$ cat src/rtl/axi3_master_pkg.sv
// axi3_master shared constants and state encodings.
// AXI3 field encodings used by the request-bus bridge.
package axi3_master_pkg;

    localparam logic [1:0] AXI_BURST_INCR  = 2'b01;
    localparam logic [1:0] AXI_SIZE_4      = 2'b10;
    localparam logic [1:0] AXI_RESP_OKAY   = 2'b00;
    localparam logic [1:0] AXI_RESP_SLVERR = 2'b10;
    localparam logic [1:0] AXI_RESP_DECERR = 2'b11;
    localparam logic [3:0] AXI_CACHE_DEF   = 4'b0011;
    localparam logic [2:0] AXI_PROT_DEF    = 3'b000;

    typedef enum logic [2:0] {
        S_IDLE,
        S_WADDR,
        S_WRESP,
        S_RADDR,
        S_RDATA
    } state_e;

endpackage

$ cat src/rtl/axi3_master_if.sv
// Fabric request bus plus AXI3 master port bundle.
// The master modport is the bridge's view.
interface axi3_master_if #(
    parameter int IDW = 6
);
    logic            inreq;
    logic            inwr;
    logic [31:0]     inaddr;
    logic [31:0]     inwdata;
    logic [3:0]      inwstrb;
    logic            inack;
    logic            inerr;
    logic [31:0]     inrdata;

    logic            axiawvalid;
    logic            axiawready;
    logic [31:0]     axiawaddr;
    logic [3:0]      axiawlen;
    logic [1:0]      axiawsize;
    logic [1:0]      axiawburst;
    logic [1:0]      axiawlock;
    logic [3:0]      axiawcache;
    logic [2:0]      axiawprot;
    logic [3:0]      axiawqos;
    logic [IDW-1:0]  axiawid;

    logic            axiwvalid;
    logic            axiwready;
    logic [31:0]     axiwdata;
    logic [3:0]      axiwstrb;
    logic            axiwlast;
    logic [IDW-1:0]  axiwid;

    logic            axibvalid;
    logic            axibready;
    logic [1:0]      axibresp;
    logic [IDW-1:0]  axibid;

    logic            axiarvalid;
    logic            axiarready;
    logic [31:0]     axiaraddr;
    logic [3:0]      axiarlen;
    logic [1:0]      axiarsize;
    logic [1:0]      axiarburst;
    logic [1:0]      axiarlock;
    logic [3:0]      axiarcache;
    logic [2:0]      axiarprot;
    logic [3:0]      axiarqos;
    logic [IDW-1:0]  axiarid;

    logic            axirvalid;
    logic            axirready;
    logic [31:0]     axirdata;
    logic [1:0]      axirresp;
    logic            axirlast;
    logic [IDW-1:0]  axirid;

    modport master (
        input  inreq, inwr, inaddr, inwdata, inwstrb,
        output inack, inerr, inrdata,
        output axiawvalid, axiawaddr, axiawlen, axiawsize, axiawburst,
        output axiawlock, axiawcache, axiawprot, axiawqos, axiawid,
        input  axiawready,
        output axiwvalid, axiwdata, axiwstrb, axiwlast, axiwid,
        input  axiwready,
        input  axibvalid, axibresp, axibid,
        output axibready,
        output axiarvalid, axiaraddr, axiarlen, axiarsize, axiarburst,
        output axiarlock, axiarcache, axiarprot, axiarqos, axiarid,
        input  axiarready,
        input  axirvalid, axirdata, axirresp, axirlast, axirid,
        output axirready
    );

    modport slave (
        output inreq, inwr, inaddr, inwdata, inwstrb,
        input  inack, inerr, inrdata,
        input  axiawvalid, axiawaddr, axiawlen, axiawsize, axiawburst,
        input  axiawlock, axiawcache, axiawprot, axiawqos, axiawid,
        output axiawready,
        input  axiwvalid, axiwdata, axiwstrb, axiwlast, axiwid,
        output axiwready,
        output axibvalid, axibresp, axibid,
        input  axibready,
        input  axiarvalid, axiaraddr, axiarlen, axiarsize, axiarburst,
        input  axiarlock, axiarcache, axiarprot, axiarqos, axiarid,
        output axiarready,
        output axirvalid, axirdata, axirresp, axirlast, axirid,
        input  axirready
    );
endinterface

$ cat src/rtl/axi3_master.sv
// Single-outstanding bridge from the one-word request bus
// to an AXI3 master port (single-beat INCR transfers).
module axi3_master
    import axi3_master_pkg::*;
#(
    parameter int IDW = 6,
    parameter int ID  = 0
) (
    input  logic          clk,
    input  logic          rstn,
    axi3_master_if.master bus
);

    state_e      state_q;
    logic [31:0] addr_q;
    logic [31:0] wdata_q;
    logic [3:0]  wstrb_q;
    logic        awvalid_q;
    logic        wvalid_q;
    logic        arvalid_q;
    logic        bready_q;
    logic        rready_q;
    logic        inack_q;
    logic        inerr_q;
    logic [31:0] inrdata_q;

    logic awdone;
    logic wdone;
    logic unused_ok;

    // A channel is done if its handshake is past or happens now.
    assign awdone = !awvalid_q || bus.axiawready;
    assign wdone  = !wvalid_q || bus.axiwready;

    always_ff @(posedge clk or negedge rstn) begin
        if (!rstn) begin
            state_q   <= S_IDLE;
            addr_q    <= '0;
            wdata_q   <= '0;
            wstrb_q   <= '0;
            awvalid_q <= 1'b0;
            wvalid_q  <= 1'b0;
            arvalid_q <= 1'b0;
            bready_q  <= 1'b0;
            rready_q  <= 1'b0;
            inack_q   <= 1'b0;
            inerr_q   <= 1'b0;
            inrdata_q <= '0;
        end else begin
            inack_q <= 1'b0;
            unique case (state_q)
                S_IDLE: begin
                    if (bus.inreq) begin
                        addr_q  <= {bus.inaddr[31:2], 2'b00};
                        wdata_q <= bus.inwdata;
                        wstrb_q <= bus.inwstrb;
                        if (bus.inwr) begin
                            awvalid_q <= 1'b1;
                            wvalid_q  <= 1'b1;
                            state_q   <= S_WADDR;
                        end else begin
                            arvalid_q <= 1'b1;
                            state_q   <= S_RADDR;
                        end
                    end
                end
                S_WADDR: begin
                    if (awvalid_q && bus.axiawready) begin
                        awvalid_q <= 1'b0;
                    end
                    if (wvalid_q && bus.axiwready) begin
                        wvalid_q <= 1'b0;
                    end
                    if (awdone && wdone) begin
                        bready_q <= 1'b1;
                        state_q  <= S_WRESP;
                    end
                end
                S_WRESP: begin
                    if (bus.axibvalid) begin
                        bready_q <= 1'b0;
                        inack_q  <= 1'b1;
                        inerr_q  <= bus.axibresp[1];
                        state_q  <= S_IDLE;
                    end
                end
                S_RADDR: begin
                    if (bus.axiarready) begin
                        arvalid_q <= 1'b0;
                        rready_q  <= 1'b1;
                        state_q   <= S_RDATA;
                    end
                end
                S_RDATA: begin
                    // Non-last beats are accepted and dropped.
                    if (bus.axirvalid && bus.axirlast) begin
                        rready_q  <= 1'b0;
                        inack_q   <= 1'b1;
                        inerr_q   <= bus.axirresp[1];
                        inrdata_q <= bus.axirdata;
                        state_q   <= S_IDLE;
                    end
                end
                default: state_q <= S_IDLE;
            endcase
        end
    end

    assign bus.inack   = inack_q;
    assign bus.inerr   = inerr_q;
    assign bus.inrdata = inrdata_q;

    assign bus.axiawvalid = awvalid_q;
    assign bus.axiawaddr  = addr_q;
    assign bus.axiawlen   = 4'd0;
    assign bus.axiawsize  = AXI_SIZE_4;
    assign bus.axiawburst = AXI_BURST_INCR;
    assign bus.axiawlock  = 2'b00;
    assign bus.axiawcache = AXI_CACHE_DEF;
    assign bus.axiawprot  = AXI_PROT_DEF;
    assign bus.axiawqos   = 4'd0;
    assign bus.axiawid    = IDW'(ID);

    assign bus.axiwvalid = wvalid_q;
    assign bus.axiwdata  = wdata_q;
    assign bus.axiwstrb  = wstrb_q;
    assign bus.axiwlast  = wvalid_q;
    assign bus.axiwid    = IDW'(ID);

    assign bus.axibready = bready_q;

    assign bus.axiarvalid = arvalid_q;
    assign bus.axiaraddr  = addr_q;
    assign bus.axiarlen   = 4'd0;
    assign bus.axiarsize  = AXI_SIZE_4;
    assign bus.axiarburst = AXI_BURST_INCR;
    assign bus.axiarlock  = 2'b00;
    assign bus.axiarcache = AXI_CACHE_DEF;
    assign bus.axiarprot  = AXI_PROT_DEF;
    assign bus.axiarqos   = 4'd0;
    assign bus.axiarid    = IDW'(ID);

    assign bus.axirready = rready_q;

    // Response IDs and the low resp bit carry no information here.
    assign unused_ok = ^{bus.axibid, bus.axirid,
                         bus.axibresp[0], bus.axirresp[0]};

endmodule

$ cat src/flat_wrapper.sv
// flat-port wrapper written by rule: the top's interface ports become plain ports
module axi3_master_flat import axi3_master_pkg::*;
#(
    parameter int IDW = 6,
    parameter int ID  = 0
)
  (clk, rstn, bus_inreq, bus_inwr, bus_inaddr, bus_inwdata, bus_inwstrb, bus_inack, bus_inerr, bus_inrdata, bus_axiawvalid, bus_axiawaddr, bus_axiawlen, bus_axiawsize, bus_axiawburst, bus_axiawlock, bus_axiawcache, bus_axiawprot, bus_axiawqos, bus_axiawid, bus_axiawready, bus_axiwvalid, bus_axiwdata, bus_axiwstrb, bus_axiwlast, bus_axiwid, bus_axiwready, bus_axibvalid, bus_axibresp, bus_axibid, bus_axibready, bus_axiarvalid, bus_axiaraddr, bus_axiarlen, bus_axiarsize, bus_axiarburst, bus_axiarlock, bus_axiarcache, bus_axiarprot, bus_axiarqos, bus_axiarid, bus_axiarready, bus_axirvalid, bus_axirdata, bus_axirresp, bus_axirlast, bus_axirid, bus_axirready);
  axi3_master_if #(.IDW(IDW)) bus_i ();
  input  logic clk;
  input  logic rstn;
  input wire logic [$bits(bus_i.inreq)-1:0] bus_inreq;
  input wire logic [$bits(bus_i.inwr)-1:0] bus_inwr;
  input wire logic [$bits(bus_i.inaddr)-1:0] bus_inaddr;
  input wire logic [$bits(bus_i.inwdata)-1:0] bus_inwdata;
  input wire logic [$bits(bus_i.inwstrb)-1:0] bus_inwstrb;
  output wire logic [$bits(bus_i.inack)-1:0] bus_inack;
  output wire logic [$bits(bus_i.inerr)-1:0] bus_inerr;
  output wire logic [$bits(bus_i.inrdata)-1:0] bus_inrdata;
  output wire logic [$bits(bus_i.axiawvalid)-1:0] bus_axiawvalid;
  output wire logic [$bits(bus_i.axiawaddr)-1:0] bus_axiawaddr;
  output wire logic [$bits(bus_i.axiawlen)-1:0] bus_axiawlen;
  output wire logic [$bits(bus_i.axiawsize)-1:0] bus_axiawsize;
  output wire logic [$bits(bus_i.axiawburst)-1:0] bus_axiawburst;
  output wire logic [$bits(bus_i.axiawlock)-1:0] bus_axiawlock;
  output wire logic [$bits(bus_i.axiawcache)-1:0] bus_axiawcache;
  output wire logic [$bits(bus_i.axiawprot)-1:0] bus_axiawprot;
  output wire logic [$bits(bus_i.axiawqos)-1:0] bus_axiawqos;
  output wire logic [$bits(bus_i.axiawid)-1:0] bus_axiawid;
  input wire logic [$bits(bus_i.axiawready)-1:0] bus_axiawready;
  output wire logic [$bits(bus_i.axiwvalid)-1:0] bus_axiwvalid;
  output wire logic [$bits(bus_i.axiwdata)-1:0] bus_axiwdata;
  output wire logic [$bits(bus_i.axiwstrb)-1:0] bus_axiwstrb;
  output wire logic [$bits(bus_i.axiwlast)-1:0] bus_axiwlast;
  output wire logic [$bits(bus_i.axiwid)-1:0] bus_axiwid;
  input wire logic [$bits(bus_i.axiwready)-1:0] bus_axiwready;
  input wire logic [$bits(bus_i.axibvalid)-1:0] bus_axibvalid;
  input wire logic [$bits(bus_i.axibresp)-1:0] bus_axibresp;
  input wire logic [$bits(bus_i.axibid)-1:0] bus_axibid;
  output wire logic [$bits(bus_i.axibready)-1:0] bus_axibready;
  output wire logic [$bits(bus_i.axiarvalid)-1:0] bus_axiarvalid;
  output wire logic [$bits(bus_i.axiaraddr)-1:0] bus_axiaraddr;
  output wire logic [$bits(bus_i.axiarlen)-1:0] bus_axiarlen;
  output wire logic [$bits(bus_i.axiarsize)-1:0] bus_axiarsize;
  output wire logic [$bits(bus_i.axiarburst)-1:0] bus_axiarburst;
  output wire logic [$bits(bus_i.axiarlock)-1:0] bus_axiarlock;
  output wire logic [$bits(bus_i.axiarcache)-1:0] bus_axiarcache;
  output wire logic [$bits(bus_i.axiarprot)-1:0] bus_axiarprot;
  output wire logic [$bits(bus_i.axiarqos)-1:0] bus_axiarqos;
  output wire logic [$bits(bus_i.axiarid)-1:0] bus_axiarid;
  input wire logic [$bits(bus_i.axiarready)-1:0] bus_axiarready;
  input wire logic [$bits(bus_i.axirvalid)-1:0] bus_axirvalid;
  input wire logic [$bits(bus_i.axirdata)-1:0] bus_axirdata;
  input wire logic [$bits(bus_i.axirresp)-1:0] bus_axirresp;
  input wire logic [$bits(bus_i.axirlast)-1:0] bus_axirlast;
  input wire logic [$bits(bus_i.axirid)-1:0] bus_axirid;
  output wire logic [$bits(bus_i.axirready)-1:0] bus_axirready;
  assign bus_i.inreq = bus_inreq;
  assign bus_i.inwr = bus_inwr;
  assign bus_i.inaddr = bus_inaddr;
  assign bus_i.inwdata = bus_inwdata;
  assign bus_i.inwstrb = bus_inwstrb;
  assign bus_inack = bus_i.inack;
  assign bus_inerr = bus_i.inerr;
  assign bus_inrdata = bus_i.inrdata;
  assign bus_axiawvalid = bus_i.axiawvalid;
  assign bus_axiawaddr = bus_i.axiawaddr;
  assign bus_axiawlen = bus_i.axiawlen;
  assign bus_axiawsize = bus_i.axiawsize;
  assign bus_axiawburst = bus_i.axiawburst;
  assign bus_axiawlock = bus_i.axiawlock;
  assign bus_axiawcache = bus_i.axiawcache;
  assign bus_axiawprot = bus_i.axiawprot;
  assign bus_axiawqos = bus_i.axiawqos;
  assign bus_axiawid = bus_i.axiawid;
  assign bus_i.axiawready = bus_axiawready;
  assign bus_axiwvalid = bus_i.axiwvalid;
  assign bus_axiwdata = bus_i.axiwdata;
  assign bus_axiwstrb = bus_i.axiwstrb;
  assign bus_axiwlast = bus_i.axiwlast;
  assign bus_axiwid = bus_i.axiwid;
  assign bus_i.axiwready = bus_axiwready;
  assign bus_i.axibvalid = bus_axibvalid;
  assign bus_i.axibresp = bus_axibresp;
  assign bus_i.axibid = bus_axibid;
  assign bus_axibready = bus_i.axibready;
  assign bus_axiarvalid = bus_i.axiarvalid;
  assign bus_axiaraddr = bus_i.axiaraddr;
  assign bus_axiarlen = bus_i.axiarlen;
  assign bus_axiarsize = bus_i.axiarsize;
  assign bus_axiarburst = bus_i.axiarburst;
  assign bus_axiarlock = bus_i.axiarlock;
  assign bus_axiarcache = bus_i.axiarcache;
  assign bus_axiarprot = bus_i.axiarprot;
  assign bus_axiarqos = bus_i.axiarqos;
  assign bus_axiarid = bus_i.axiarid;
  assign bus_i.axiarready = bus_axiarready;
  assign bus_i.axirvalid = bus_axirvalid;
  assign bus_i.axirdata = bus_axirdata;
  assign bus_i.axirresp = bus_axirresp;
  assign bus_i.axirlast = bus_axirlast;
  assign bus_i.axirid = bus_axirid;
  assign bus_axirready = bus_i.axirready;
  axi3_master #(.IDW(IDW), .ID(ID)) u_core (.clk(clk), .rstn(rstn), .bus(bus_i));
endmodule
$ cat config.mk
export PLATFORM = sky130hd
export DESIGN_NAME = axi3_master_flat
export DESIGN_NICKNAME = d
export VERILOG_FILES = /design/src/rtl/axi3_master_pkg.sv /design/src/rtl/axi3_master_if.sv /design/src/rtl/axi3_master.sv /design/src/flat_wrapper.sv
export SDC_FILE = /design/constraint.sdc
export NUM_CORES = 1
export LEC_CHECK = 0
export BUFFER_PORTS_ARGS = -buffer_cell sky130_fd_sc_hd__buf_4
export CAP_MARGIN = 20
export CORE_MARGIN = 1.5
export CORE_UTILIZATION = 30
export DETAILED_ROUTE_END_ITERATION = 8
export HOLD_SLACK_MARGIN = 0.03
export PLACE_DENSITY_LB_ADDON = 0.12
export SLEW_MARGIN = 20
export SYNTH_ARGS = -nofsm -noshare
export SYNTH_HDL_FRONTEND = slang
export SYNTH_SLANG_ARGS = --single-unit
export TNS_END_PERCENT = 20
$ cat constraint.sdc
create_clock -name clk -period 1.7 [get_ports clk]
set_input_delay 0 -clock clk [delete_from_list [all_inputs] [get_ports clk]]
set_output_delay 0 -clock clk [all_outputs]
set_load 0.05 [all_outputs]
==> impl_metrics.ini, run 1 <==
[run_status]
outcome = completed

[global_route]
antenna_found_initial = 0
first_pass_grt_wire_length_um = 18500
grt.total_usage = 0.143
overflow = 0
grt_pass1_vias = 3752
maximum_number_of_pins_on_one_net_before_global_route_repair = 63

[clocking]
clock_tree.buffer_depth = 2
htreeDepth = 3
clkSinkCount = 108
cts-buffers-inserted = 9
cts.reportedPaths.clkPinSlew_ns = 0.07
cts.root.buffer_cell = sky130_fd_sc_hd__clkbuf_16
cts.repair_timing.setup_buffer_count = 0
clock_latency_ns = 0.35
cts_tree = yes

[final_layout]
antennaDiodeCount = 0
multi_input_comb_area_um2 = 1600
register_area_um2 = 2700
nets = 811
layout-drive-gt1-share = 0.499
num-fill-cells = 1429
finalCoreUtilization = 0.501
area_growth_pct = 63.4

[pwr]
total_switching_power_mw = 8.96
power.density_cell_area_nw_per_um2 = 2170
power.static_leakage_nw = 3.90
sw_frac_of_total = 0.519
intPower_mw = 8.29
peakVddDrop_mv = 1.35
combinationalPowerShare = 0.615
seqPwrFrac = 0.260
clockPowerShare = 0.125

[synth]
post-synth-top-area-fraction = 0.555
postSynthCellCount = 356
post-synth-top-area-cell = sky130_fd_sc_hd__dfrtp_1
ys_seq_area_frac = 0.555
synthTopCellsByCount = sky130_fd_sc_hd__dfrtp_1 (108), sky130_fd_sc_hd__buf_4 (102), sky130_fd_sc_hd__mux2_2 (70)
synthesis.area_um2 = 4870
synthDistinctLibCells = 25
post-synth-top-count-cell = sky130_fd_sc_hd__dfrtp_1
ys_top_cells_by_area = sky130_fd_sc_hd__dfrtp_1 (55%), sky130_fd_sc_hd__mux2_2 (16%), sky130_fd_sc_hd__buf_4 (16%)
synthesis.area_per_instance_um2 = 13.7
top_reg_cell_synth = sky130_fd_sc_hd__dfrtp_1
number_of_flops_mapped_to_enable_cells_by_yosys = 0
ys.warnings.count = 0
asyncSetResetFlopFracSynth = 1.00
number_of_synthesized_register_bits = 108

[sta]
unrepaired_setup_endpoints_after_global_routing = yes
skew_ns = 0.00867
slew_viol_final = 0
max_freq_mhz = 610
finalWorstPathRequiredPeriod_ns = 1.64
finalCritPeriodShare = 0.964
finalHoldViolations = 0
setup_viol = 0
final.hold.worst_slack_ns = 0.165

[critical_path]
criticalPathCategory = reg -> reg
crit_path_max_incr_delay_ns = 0.42
cp_cell_sequence = nor4b_4 > buf_12 > mux2_2
crit_path_top_delay_cell = sky130_fd_sc_hd__dfrtp_1
worst_flop_to_flop_path_startpoint = u_core.state_q[0]
crit_path_start_kind = flip-flop
cp_data_arrival_time_ns = 1.87
setup.worst_path.start = u_core.state_q[0]
critical_path_required_ns = 1.94
cp_max_fo = 46
critPathCaptureType = flip-flop

[worst_hold_path]
timing.hold.worst.class = in -> async

[floorplan]
die_x_um = 130
die_height_um = 130
ioPinCount = 326
die_area_um2 = 17000
initial_core_utilization = 0.307
design.core.area_um2 = 15900
core_rows = 46

[drt]
drt-initial-drc-count = 103
drt_wl_total_um = 12700
drc_errors = 0
drt-vias-per-instance = 4.07
detailroute.via_count = 3686
post_drt_wl_per_cell_um = 14.1
antenna_left = 0
first_pass_iters = 4

[place]
detailedPlacementHpwl_um = 9010
port_buffers = 245
gp_congestion = 0.769

[job]
drv.max_cap_violation_count = 0
cells in the final DEF (no fill, tap or decap), types with 2 or more instances in the layout:
master                          netlist  layout
sky130_fd_sc_hd__buf_4              102     249
sky130_fd_sc_hd__dlygate4sd3_1        0     109
sky130_fd_sc_hd__dfrtp_1            108     108
sky130_fd_sc_hd__mux2_2              70      70
sky130_fd_sc_hd__conb_1               2      64
sky130_fd_sc_hd__mux2_1              30      30
sky130_fd_sc_hd__clkbuf_16            0       9
sky130_fd_sc_hd__nor2_1               5       5
sky130_fd_sc_hd__buf_12               0       5
sky130_fd_sc_hd__a21oi_1              4       4
sky130_fd_sc_hd__a31oi_1              4       4
sky130_fd_sc_hd__nand2_1              4       4
sky130_fd_sc_hd__nand3b_1             3       3
sky130_fd_sc_hd__nand2b_1             3       3
sky130_fd_sc_hd__inv_1                3       3
sky130_fd_sc_hd__o2bb2ai_1            2       2
sky130_fd_sc_hd__clkinvlp_4           0       2
sky130_fd_sc_hd__clkinv_2             0       2
critical path: cells and delay by family (launching register included):
family | cells | cell delay (ns)
and+or+nand+nor | 1 | 0.39
muxes | 1 | 0.38
buffers and inverters | 1 | 0.30
DFF | 1 | 0.42
per-layer routing:
metal / vias to the layer above / track usage / wire length [um]
met2: 187 / 0.254 / 6720
met5: - / 0 / 0
met1: 1783 / 0.160 / 4700
met3: 12 / 0.0464 / 1120
met4: 0 / 0.0569 / 195
li1: 1704 / - / -
registers in the layout (all words and copies together) (netlist names), 3 cells and up:
name                  flops
u_core.bus.axiwdata      32
u_core.bus.inrdata       32
u_core.bus.axiaraddr     30
u_core.bus.axiwstrb       4
u_core.state_q            3
power by group through the flow:
stage / registers, mW / logic [mW] / clock network, mW
CTS: 4.50 / 10.7 / 2.25
floorplan: 8.38 / 3.98 / 0
finish: 4.49 / 10.6 / 2.15
detailed placement: 4.53 / 10.5 / 0
global placement: 4.47 / 10.4 / 0
global route: 4.66 / 11.1 / 2.37
timing repair:
action	CTS	global route
setup endpoints to repair	0	17
resized for setup	0	1
hold buffers	109	0
endpoints found under the hold margin	213	0
path summary, 6_finish.rpt:
check,end,slack (ns),depth (start not counted)
worst max-delay path,u_core.bus.axiaraddr[11],0.06,3
worst min-delay path,u_core.bus.inrdata[22],0.16,3
worst max register to register,u_core.bus.axiaraddr[11],0.06,3
worst min register to register,u_core.bus.axiwdata[23],0.49,1
max in group asynchronous,u_core.bus.axiwdata[31],1.20,3
min in group clk,u_core.bus.inack,0.20,4
layout make-up:
cell class / count / area share
clock buffer: 10 / 0.0300
clock inverter: 6 / 0.00802
inverter: 3 / 0.00141
multi-input combinational: 199 / 0.201
sequential: 108 / 0.340
tap: 216 / 0.0340
timing repair buffer: 364 / 0.386
stage by stage:
| step | setup WS, ns | TNS (ns) | cell area (um2) | cells | power, mW |
|---|---|---|---|---|---|
| global placement | 0.0780 | 0 | 6560 | 781 | 14.9 |
| CTS | 0.0552 | 0 | 7960 | 906 | 17.4 |
| detailed placement | 0.0589 | 0 | 6560 | 781 | 15.0 |
| floorplan | 0.138 | 0 | 5100 | 418 | 12.4 |
| finish | 0.0620 | 0 | 7960 | 906 | 17.3 |
| global route | -0.0202 | -0.195 | 7960 | 906 | 18.1 |
cells by family (layout without fill, tap and decap cells):
logic type | after synthesis | after routing | synth area share
flip-flops | 108 | 108 | 0.555
AND/OR/NAND/NOR | 20 | 20 | 0.0267
multiplexers | 100 | 100 | 0.231
AO/OA/AOI/OAI | 15 | 15 | 0.0205
buffers and inverters | 111 | 383 | 0.165
other | 2 | 64 | 0.00154
No activity file was read; power rests on OpenSTA's default activity.
==> run 2: changes to the inputs <==
Clock period 1.7 ns to 1.94 ns, I/O delays scaled along.
==> impl_metrics.ini, run 2 (synthesis results as in run 1) <==
[run_status]
outcome = completed

[floorplan]
die_area_um2 = 17000
core_rows = 46
die_height_um = 130
ioPinCount = 326
design.core.area_um2 = 15900
die_x_um = 130
initial_core_utilization = 0.307

[drt]
post_drt_wl_per_cell_um = 14.0
antenna_left = 0
drt-vias-per-instance = 4.08
drt_wl_total_um = 12600
drc_errors = 0
first_pass_iters = 6
drt-initial-drc-count = 69
detailroute.via_count = 3688

[critical_path]
crit_path_top_delay_cell = sky130_fd_sc_hd__dfrtp_1
critical_path_required_ns = 2.17
critPathCaptureType = flip-flop
crit_path_max_incr_delay_ns = 0.50
cp_num_buf_inv = 1
crit_path_start_kind = flip-flop
cp_data_arrival_time_ns = 1.96
cp_cell_sequence = nor4b_4 > buf_12 > mux2_2
cp_max_fo = 67
criticalPathCategory = reg -> reg
path_delay_family = flip-flops

[sta]
final.hold.worst_slack_ns = 0.133
finalWorstPathRequiredPeriod_ns = 1.73
setup_viol = 0
final.setup.tns_ns = 0
max_freq_mhz = 579
slew_headroom = 0.609
skew_ns = 0.00709
unrepaired_setup_endpoints_after_global_routing = no
slew_viol_final = 0
finalCritPeriodShare = 0.890
worst_slew_pin_slew_ns = 0.587
finalHoldViolations = 0

[final_layout]
layout-drive-gt1-share = 0.495
multi_input_comb_area_um2 = 1600
num-fill-cells = 1427
most-common-layout-cells = sky130_fd_sc_hd__buf_4 (248), sky130_fd_sc_hd__dlygate4sd3_1 (111), sky130_fd_sc_hd__dfrtp_1 (108)
layout.cells.most_common = sky130_fd_sc_hd__buf_4
area_growth_pct = 62.6
antennaDiodeCount = 0
register_area_um2 = 2700
nets = 810

[global_route]
grt_pass1_vias = 3734
first_pass_grt_wire_length_um = 18600
grt.total_usage = 0.143
antenna_found_initial = 0
overflow = 0
maximum_number_of_pins_on_one_net_before_global_route_repair = 68

[clocking]
cts.reportedPaths.clkPinSlew_ns = 0.07
htreeDepth = 3
clkSinkCount = 108
cts_tree = yes
cts.repair_timing.setup_buffer_count = 0
cts-buffers-inserted = 9
clock_tree.buffer_depth = 2
clock_latency_ns = 0.35
cts.root.buffer_cell = sky130_fd_sc_hd__clkbuf_16

[pwr]
power.density_cell_area_nw_per_um2 = 1890
peakVddDrop_mv = 0.842
power.static_leakage_nw = 3.88

[worst_hold_path]
timing.hold.worst.class = in -> reg

[place]
detailedPlacementHpwl_um = 8850
port_buffers = 245
gp_congestion = 0.758

[job]
drv.max_cap_violation_count = 0
[run 2: cell types whose count changed in the layout (fill, tap and decap cells not counted), sizes merged]
cell         change
clkinvlp         -2
dlygate4sd3      +2
buf              -3
clkinv           +1
clkbuf           +2
bufinv           -1
[run 2: worst min-delay path, stage by stage]
cell and delay, ns:
sky130_fd_sc_hd__buf_4 0.11, sky130_fd_sc_hd__nand4b_1 0.19, sky130_fd_sc_hd__a21oi_1 0.12
[run 2: timing repair]
action	4_1_cts	5_1_grt
gates resized for setup	0	1
hold buffers	111	0
setup endpoints to repair	0	2
hold endpoints to repair	146	0
[run 2: where the power goes]
part	internal, mW	total [mW]	switching [mW]
combinational	2.97	9.32	6.35
sequential	3.27	3.94	0.662
clock	0.938	1.74	0.806
[run 2: per-layer routing]
metal / part of all wire / global-route usage
met1: 0.38 / 0.155
met2: 0.52 / 0.260
met3: 0.084 / 0.0448
met4: 0.014 / 0.0543
met5: 0 / 0
[run 2: final timing paths]
kind                       cells after the start  slack (ns)                  endpoint               startpoint
max                                            3        0.21  u_core.bus.axiaraddr[10]        u_core.state_q[2]
min                                            3        0.13          u_core.bus.inack            bus_axirvalid
max reg2reg                                    3        0.21  u_core.bus.axiaraddr[10]        u_core.state_q[2]
min reg2reg                                    1        0.49   u_core.bus.axiwdata[22]  u_core.bus.axiwdata[22]
max in group asynchronous                      3        1.01     u_core.bus.inrdata[1]                     rstn
min in group asynchronous                      2        0.20    u_core.bus.inrdata[17]                     rstn
[run 2: stage by stage]
stage	setup slack (ns)	instances	total power, mW	utilization	cell area (um2)
floorplan	0.378	418	10.8	-	5100
global placement	0.266	778	13.0	0.411	6530
detailed placement	0.235	778	13.1	0.411	6530
CTS	0.130	905	15.2	0.499	7920
global route	0.0905	905	15.7	0.499	7920
finish	0.213	905	15.0	0.499	7920
[run 2: cell type report]
| class | count | area share |
|---|---|---|
| clock inverters | 4 | 0.00300 |
| repair buffers | 363 | 0.385 |
| clock buffers | 12 | 0.0324 |
| well taps | 216 | 0.0341 |
| inverters | 3 | 0.00142 |
| flip-flops and latches | 108 | 0.341 |
| multi-input cells | 199 | 0.202 |
==> run 3: changes to the inputs <==
Settings changed: CORE_ASPECT_RATIO set to 1.25, SLEW_MARGIN 20 to not set.
==> impl_metrics.ini, run 3 (synthesis results as in run 1) <==
[drt]
drt_wl_total_um = 12100
drt-initial-drc-count = 71
post_drt_wl_per_cell_um = 13.4
detailroute.via_count = 3693
drc_errors = 0
antenna_left = 0
drt-vias-per-instance = 4.10
first_pass_iters = 4

[run_status]
outcome = completed

[floorplan]
design.core.area_um2 = 15800
ioPinCount = 326
initial_core_utilization = 0.309
die_area_um2 = 17000
die_height_um = 145
die_x_um = 117
core_rows = 51

[final_layout]
area_growth_pct = 61.9
layout.cells.most_common = sky130_fd_sc_hd__buf_4
nets = 809
most-common-layout-cells = sky130_fd_sc_hd__buf_4 (249), sky130_fd_sc_hd__dlygate4sd3_1 (110), sky130_fd_sc_hd__dfrtp_1 (108)
antennaDiodeCount = 0
layout-drive-gt1-share = 0.496
num-fill-cells = 1399

[sta]
unrepaired_setup_endpoints_after_global_routing = no
final.hold.worst_slack_ns = 0.0526
final.setup.tns_ns = 0
setup_viol = 0
finalHoldViolations = 0
slew_viol_final = 0
skew_ns = 0.00803
finalCritPeriodShare = 0.906
finalWorstPathRequiredPeriod_ns = 1.76
max_freq_mhz = 569

[pwr]
power.static_leakage_nw = 3.87
peakVddDrop_mv = 0.986
power.density_cell_area_nw_per_um2 = 1900

[global_route]
grt_pass1_vias = 3812
grt.total_usage = 0.142
overflow = 0
first_pass_grt_wire_length_um = 18700
antenna_found_initial = 0
maximum_number_of_pins_on_one_net_before_global_route_repair = 68

[place]
detailedPlacementHpwl_um = 8680
port_buffers = 245
gp_congestion = 0.670

[clocking]
cts.reportedPaths.clkPinSlew_ns = 0.07
clock_latency_ns = 0.34
cts-buffers-inserted = 9
clock_tree.buffer_depth = 2
htreeDepth = 3
clkSinkCount = 108
cts_tree = yes
cts.root.buffer_cell = sky130_fd_sc_hd__clkbuf_16

[critical_path]
critPathCaptureType = flip-flop
criticalPathCategory = reg -> reg
worst-r2r-setup-slack_ns = 0.18
cp_data_arrival_time_ns = 2.04
crit_path_start_kind = flip-flop
critical_path_required_ns = 2.22
cp_max_fo = 10

[job]
drv.max_cap_violation_count = 0

[worst_hold_path]
timing.hold.worst.class = in -> reg
==> run 3: final timing paths <==
path | depth (start not counted) | startpoint | to
worst max register to register | 5 | u_core.state_q[1] | u_core.bus.axiwlast
worst min-delay path | 3 | bus_axibvalid | u_core.bus.inack
max in group asynchronous | 3 | rstn | u_core.bus.axiwdata[23]
min in group asynchronous | 2 | rstn | u_core.bus.axiwdata[4]
worst max-delay path | 5 | u_core.state_q[1] | u_core.bus.axiwlast
worst min register to register | 1 | u_core.bus.axiwdata[18] | u_core.bus.axiwdata[18]
==> run 3: timing repair <==
item                       in CTS  in global routing
setup endpoints to repair       0                  3
hold buffers                  110                  0
gates resized for setup         0                  1
buffers inserted                0                  0
hold endpoints to repair      142                  0
==> run 3: layer usage <==
layer  track usage  routed length, um  vias up
met4        0.0392                161        0
met1         0.142               4310     1786
met5             0                  0        -
met3        0.0475                976       11
met2         0.271               6620      192
li1              -                  -     1704
==> run 3: worst max-delay path: stages (launching register included) <==
cell and delay, ns:
sky130_fd_sc_hd__dfrtp_1 0.43, sky130_fd_sc_hd__buf_4 0.19, sky130_fd_sc_hd__nor2_2 0.24, sky130_fd_sc_hd__a31oi_1 0.13
sky130_fd_sc_hd__o2bb2ai_1 0.16, sky130_fd_sc_hd__dlygate4sd3_1 0.56
==> run 3: power by group <==
group	leakage [nW]	switching, mW	total (mW)	internal, mW
clock network	0.136	0.832	1.75	0.913
logic	2.41	6.31	9.27	2.97
registers	1.32	0.684	3.96	3.27
==> run 3: area by class of cell <==
| type | count | area, um2 | area share |
|---|---|---|---|
| sequential | 108 | 2700 | 0.343 |
| multi-input combinational | 199 | 1600 | 0.203 |
| clock inverter | 5 | 35.0 | 0.00444 |
| clock buffer | 11 | 243 | 0.0308 |
| tap | 212 | 265 | 0.0336 |
| inverter | 3 | 11.3 | 0.00143 |
| timing repair buffer | 362 | 3030 | 0.384 |
==> run 3: per-stage QoR <==
| step | instance area (um2) | setup slack (ns) | util | instances | power (mW) |
|---|---|---|---|---|---|
| after floorplan | 5100 | 0.378 | - | 418 | 10.8 |
| after CTS | 7880 | 0.0860 | 0.500 | 900 | 15.2 |
| after global routing | 7890 | 0.0646 | 0.500 | 900 | 15.7 |
| final | 7890 | 0.182 | 0.500 | 900 | 15.0 |
| after detailed placement | 6500 | 0.265 | 0.413 | 774 | 13.1 |
| after global placement | 6500 | 0.277 | 0.413 | 774 | 13.0 |
